--- src/rtl/relogio_pkg.sv ---
// relogio_pkg: shared time types, limits and conversion helpers for the timekeeper
package relogio_pkg;

    typedef struct packed {
        logic [4:0] h;
        logic [5:0] m;
        logic [5:0] s;
    } hms_t;

    localparam logic [4:0] MAX_H = 5'd23;
    localparam logic [5:0] MAX_M = 6'd59;
    localparam logic [5:0] MAX_S = 6'd59;

    function automatic logic hms_valid(hms_t t);
        return (t.h <= MAX_H) && (t.m <= MAX_M) && (t.s <= MAX_S);
    endfunction

    // Returns {pm, h12}; hour 0 shows as 12, afternoon hours fold down by 12.
    function automatic logic [5:0] to_12h(logic [4:0] h);
        return {h >= 5'd12, (h == 5'd0) ? 5'd12 : (h > 5'd12) ? h - 5'd12 : h};
    endfunction

endpackage

--- src/rtl/relogio_configuravel_divisor_tick.sv ---
// divisor_tick: programmable prescaler producing one tick per TICKS_PER_SEC enabled cycles
module divisor_tick #(
    parameter int TICKS_PER_SEC = 50_000_000,
    parameter int PRESC_W       = (TICKS_PER_SEC > 1) ? $clog2(TICKS_PER_SEC) : 1
) (
    input  logic clk,
    input  logic rst,
    input  logic en,
    input  logic clr,
    output logic tick
);

    localparam logic [PRESC_W-1:0] LAST = PRESC_W'(TICKS_PER_SEC - 1);

    logic [PRESC_W-1:0] cnt;

    assign tick = en && (cnt == LAST);

    // Count enabled cycles, wrap on the last one, hold while disabled; clr restarts the second.
    always_ff @(posedge clk or posedge rst) begin
        if (rst)
            cnt <= '0;
        else if (clr)
            cnt <= '0;
        else if (en)
            cnt <= tick ? '0 : cnt + PRESC_W'(1);
    end

endmodule

--- src/rtl/relogio_configuravel.sv ---
// relogio_configuravel: hh:mm:ss timekeeper with 12/24 h display, checked time load and sticky alarm
module relogio_configuravel
    import relogio_pkg::*;
#(
    parameter int TICKS_PER_SEC = 50_000_000,
    parameter int PRESC_W       = (TICKS_PER_SEC > 1) ? $clog2(TICKS_PER_SEC) : 1
) (
    input  logic       clk,
    input  logic       rst,
    input  logic       en,
    input  logic       mode_12h,
    input  logic       load,
    input  logic [4:0] set_h,
    input  logic [5:0] set_m,
    input  logic [5:0] set_s,
    input  logic       alarm_wr,
    input  logic       alarm_en,
    input  logic       alarm_ack,
    output logic [4:0] horas,
    output logic       pm,
    output logic [5:0] minutos,
    output logic [5:0] segundos,
    output logic       sec_tick,
    output logic       day_tick,
    output logic       alarm_flag,
    output logic       load_err
);

    hms_t       set_v, cur, inc, nxt, alm, alm_nxt;
    logic       tick, set_ok, load_ok, adv, end_of_day;
    logic [4:0] h12;

    assign set_v      = {set_h, set_m, set_s};
    assign set_ok     = hms_valid(set_v);
    assign load_ok    = load && set_ok;
    assign adv        = tick && !load_ok;
    assign end_of_day = (cur.h == MAX_H) && (cur.m == MAX_M) && (cur.s == MAX_S);

    divisor_tick #(
        .TICKS_PER_SEC(TICKS_PER_SEC),
        .PRESC_W      (PRESC_W)
    ) u_div (
        .clk (clk),
        .rst (rst),
        .en  (en),
        .clr (load_ok),
        .tick(tick)
    );

    // Next time and alarm values: a valid load overrides the one-second increment.
    always_comb begin
        inc.s   = (cur.s == MAX_S) ? 6'd0 : cur.s + 6'd1;
        inc.m   = (cur.s != MAX_S) ? cur.m : (cur.m == MAX_M) ? 6'd0 : cur.m + 6'd1;
        inc.h   = (cur.s != MAX_S || cur.m != MAX_M) ? cur.h : (cur.h == MAX_H) ? 5'd0 : cur.h + 5'd1;
        nxt     = load_ok ? set_v : adv ? inc : cur;
        alm_nxt = (alarm_wr && set_ok) ? set_v : alm;
    end

    // Time/alarm registers and pulses; the alarm only matches when the time actually changes.
    always_ff @(posedge clk or posedge rst) begin
        if (rst) begin
            cur        <= '0;
            alm        <= '0;
            sec_tick   <= 1'b0;
            day_tick   <= 1'b0;
            load_err   <= 1'b0;
            alarm_flag <= 1'b0;
        end else begin
            cur        <= nxt;
            alm        <= alm_nxt;
            sec_tick   <= adv;
            day_tick   <= adv && end_of_day;
            load_err   <= (load || alarm_wr) && !set_ok;
            alarm_flag <= (alarm_en && (adv || load_ok) && nxt == alm_nxt) ? 1'b1 :
                          alarm_ack ? 1'b0 : alarm_flag;
        end
    end

    assign {pm, h12} = to_12h(cur.h);
    assign horas     = mode_12h ? h12 : cur.h;
    assign minutos   = cur.m;
    assign segundos  = cur.s;

endmodule

--- config.mk ---
export PLATFORM = sky130hd
export DESIGN_NAME = relogio_configuravel
export DESIGN_NICKNAME = d
export VERILOG_FILES = /design/src/rtl/relogio_pkg.sv /design/src/rtl/relogio_configuravel_divisor_tick.sv /design/src/rtl/relogio_configuravel.sv
export SDC_FILE = /design/constraint.sdc
export NUM_CORES = 1
export LEC_CHECK = 0
export BUFFER_PORTS_ARGS = -buffer_cell sky130_fd_sc_hd__clkbuf_2
export CAP_MARGIN = 20
export CORE_MARGIN = 4
export CORE_UTILIZATION = 55
export CTS_BUF_LIST = sky130_fd_sc_hd__clkbuf_4 sky130_fd_sc_hd__clkbuf_8 sky130_fd_sc_hd__clkbuf_16
export CTS_CLUSTER_DIAMETER = 120
export DETAILED_ROUTE_END_ITERATION = 16
export PLACE_DENSITY = 0.86
export SYNTH_ARGS = -nofsm -noshare
export SYNTH_HDL_FRONTEND = slang
export SYNTH_SLANG_ARGS = --single-unit
--- constraint.sdc ---
create_clock -name clk -period 9.3 [get_ports clk]
set_input_delay 0.93 -clock clk [delete_from_list [all_inputs] [get_ports clk]]
set_output_delay 0.93 -clock clk [all_outputs]
set_load 0.005 [all_outputs]
==> impl_results.md <==
- Status: finished, final reports clean
- Vias in the first global route: 3411
- Fmax: 0.241 GHz
- Type of the worst min-delay path: reg2reg
- Total GRT Usage: 0.238
- Yosys reg bits: 64
- Hold Worst Slack: 0.512 ns
- Synth area leader: dfrtp_1
- Synth area leaders: dfrtp_1, nor2_1, mux2_2
- Die X: 93.0 microns
- Critical Path Start: en
- Max_cap viols: 0
- Clock Latency Late Sink: 0.35 ns
- Final setup viols: 0
- Via Count: 3558
- Startpoint Class: primary input
- Initial DRC Count: 246
- Reg2reg setup slack: 5.52 ns
- Hold path start: alm[3]
- Synth Warn #: 0
- Post-CTS Hold Buffers: 0
- CTS tree: yes
- Initial antenna violation count: 0
- Leak Pwr: 1.95 nW
- Worst path max stage delay: 0.64 ns
- Total grt overflow: 0
- Syn Nets: 474
- CTS Buf Count: 9
- # IOs: 47
- Final Skew: 0.0102 ns
- Req. time, crit path: 9.56 ns
- Crit Path Max Fanout: 20
- Largest net degree at the start of global routing: 65
- Final worst-path cycle share: 0.446
- Crit path cell chain: clkbuf_2, or3b_1, or4_1, nor3_1, mux2_2, a21oi_1, o31ai_1, or4_1, o32ai_1
- Final ANT Viol Nets: 0
- Worst EP arrival: 4.41 ns
- ANT cells: 0
- Final Hold Viols: 0
- WL final: 9520 microns
- Post_cts resized: 0
- DR WL/cell: 16.5 microns
- Post-Syn Area: 3980 sq um
- Slew at the pin with the worst max-slew slack: 1.05 ns
- CTS Buffer Depth: 2
- Area Growth Syn to Fin: 10.2%
- RSZ-0062 raised after global routing: no
- Async SR Flop Fraction: 1.00
- Gpl congestion: 0.886
- Post-route DRC: 0
- Post-DR vias/cell: 6.16
- # port buffers: 46
- Top sig layer: met4
- Power Density: 157 nW/um^2
- Syn Area/Cell: 9.02 sq um
- Share of post-route cells with drive strength above 1: 0.193
- Number of flops mapped to enable cells by yosys: 0
- CP dominant cell by count: or4_1
- Peak VDD IR: 0.0887 mV
- Nets: 511
- Most frequent cell after synthesis: dfrtp_1
- Sequential area share after synthesis: 0.403
- Synth Instances: 441
- Reg2reg start: u_div.cnt[10]
- Yosys cell types: 62
- Min cycle time layout: 4.15 ns
- Met2 wire length: 4820 microns
- Commonest cells post-synth: dfrtp_1, nor2_1, nand2_1
- Kind of critical path: in2reg
- Clock H-tree levels: 3
- Max Slew Vio Count: 0
- Initial Utilization: 0.576
- Site Rows: 30
- Router iterations before antenna repair: 6
- Cell with the largest stage delay on the worst path: or4_1
- Setup TNS: 0 ns
- WP buf/inv: 1
- WL met1: 3900 microns
- Top_reg_cell synth: dfrtp_1
- First-pass GRT wire length: 16400 microns
- Delay-heaviest family, CP: simple AND/OR/NAND/NOR gates
- Worst setup EP type: register
- Post-DP HPWL: 6800 microns
- Setup Buffers After CTS: 0
- Die area: 8650 sq um
- Core area: 6910 sq um
- Sink Count: 64
- Share of the synthesized area in the top cell type: 0.403
- Root Driver: clkbuf_8
- Die Ht: 93.0 microns
- Max-slew headroom: 0.296
- Met3 WL: 625 microns
- CTS clock-pin slew for the worst setup and hold paths: 0.07 ns
==> metrics by stage <==
stage / utilization / std cells / instance area (sq um) / worst slack [ns] / total power [mW]
4_1_cts: 0.634 / 577 / 4380 / 5.21 / 0.692
3_3_place_gp: 0.611 / 562 / 4220 / 5.00 / 0.480
6_report: 0.635 / 578 / 4380 / 5.15 / 0.688
2_1_floorplan: - / 441 / 3980 / 5.75 / 0.443
5_1_grt: 0.635 / 578 / 4380 / 4.98 / 0.723
3_5_place_dp: 0.611 / 562 / 4220 / 4.83 / 0.486
==> placed cells by master (no fill, tap or decap), types with 3 or more instances in the layout <==
| cell | Yosys | layout |
|---|---|---|
| nor2_1 | 52 | 52 |
| nor3_1 | 9 | 9 |
| nand4_1 | 19 | 19 |
| dfrtp_1 | 64 | 64 |
| a31oi_1 | 10 | 10 |
| a21oi_1 | 19 | 19 |
| xor2_1 | 16 | 16 |
| or3_1 | 9 | 9 |
| o2111ai_1 | 4 | 4 |
| clkbuf_2 | 0 | 47 |
| clkinv_2 | 0 | 3 |
| mux2i_1 | 7 | 7 |
| xnor2_1 | 11 | 11 |
| nand2b_1 | 4 | 4 |
| nand2_1 | 30 | 30 |
| inv_1 | 20 | 19 |
| and2_1 | 5 | 5 |
| or3b_2 | 3 | 3 |
| nor4_1 | 8 | 8 |
| mux2_2 | 14 | 14 |
| ha_1 | 8 | 8 |
| o31a_1 | 3 | 3 |
| buf_4 | 12 | 6 |
| and3_1 | 8 | 8 |
| a21boi_0 | 3 | 3 |
| o211ai_1 | 4 | 4 |
| o21ai_0 | 18 | 17 |
| nand3_1 | 21 | 21 |
| a211o_1 | 3 | 3 |
| clkinvlp_4 | 0 | 3 |
| clkbuf_8 | 0 | 9 |
==> layout make-up <==
type	instances	area (sq um)
flip-flops and latches	64	1600
well taps	96	120
clock inverters	6	37.5
fillers	614	2520
repair buffers	53	280
multi-input cells	330	2140
clock buffers	9	124
inverters	20	75.1
==> sequential cells by signal, indices dropped and copies added (netlist names) <==
register and flops:
u_div.cnt 26, day_tick 1, segundos 6, cur 5, alarm_flag 1, alm 17, sec_tick 1, minutos 6
load_err 1
==> cell families (layout without fill, tap and decap cells) <==
logic type / after synthesis / count (layout) / share of synthesized area
AND/OR/NAND/NOR: 184 / 184 / 0.241
AO/OA/AOI/OAI: 90 / 90 / 0.157
flip-flops: 64 / 64 / 0.403
buffers and inverters: 47 / 88 / 0.0579
XOR/XNOR: 27 / 27 / 0.0595
multiplexers: 21 / 21 / 0.0573
adder cells (fa/ha/maj): 8 / 8 / 0.0252
==> power breakdown <==
part	internal (mW)	leakage, nW	total [mW]	switching (mW)
clock	0.0934	0.0769	0.205	0.112
combinational	0.0686	1.07	0.155	0.0864
sequential	0.303	0.806	0.328	0.0255
==> worst paths after layout <==
kind | cells past startpoint | to
setup / recovery | 9 | alarm_flag
hold / removal | 1 | alm[3]
setup reg to reg | 8 | alarm_flag
hold reg to reg | 1 | alm[3]
max in group asynchronous | 3 | alm[12]
min in group asynchronous | 3 | alm[11]
==> routing by layer <==
metal | track usage | vias to the layer above
met2 | 0.398 | 134
met3 | 0.0587 | 17
met5 | 0 | -
met4 | 0.0830 | 0
met1 | 0.300 | 1730
li1 | - | 1677
(Power assumes the default switching activity.)
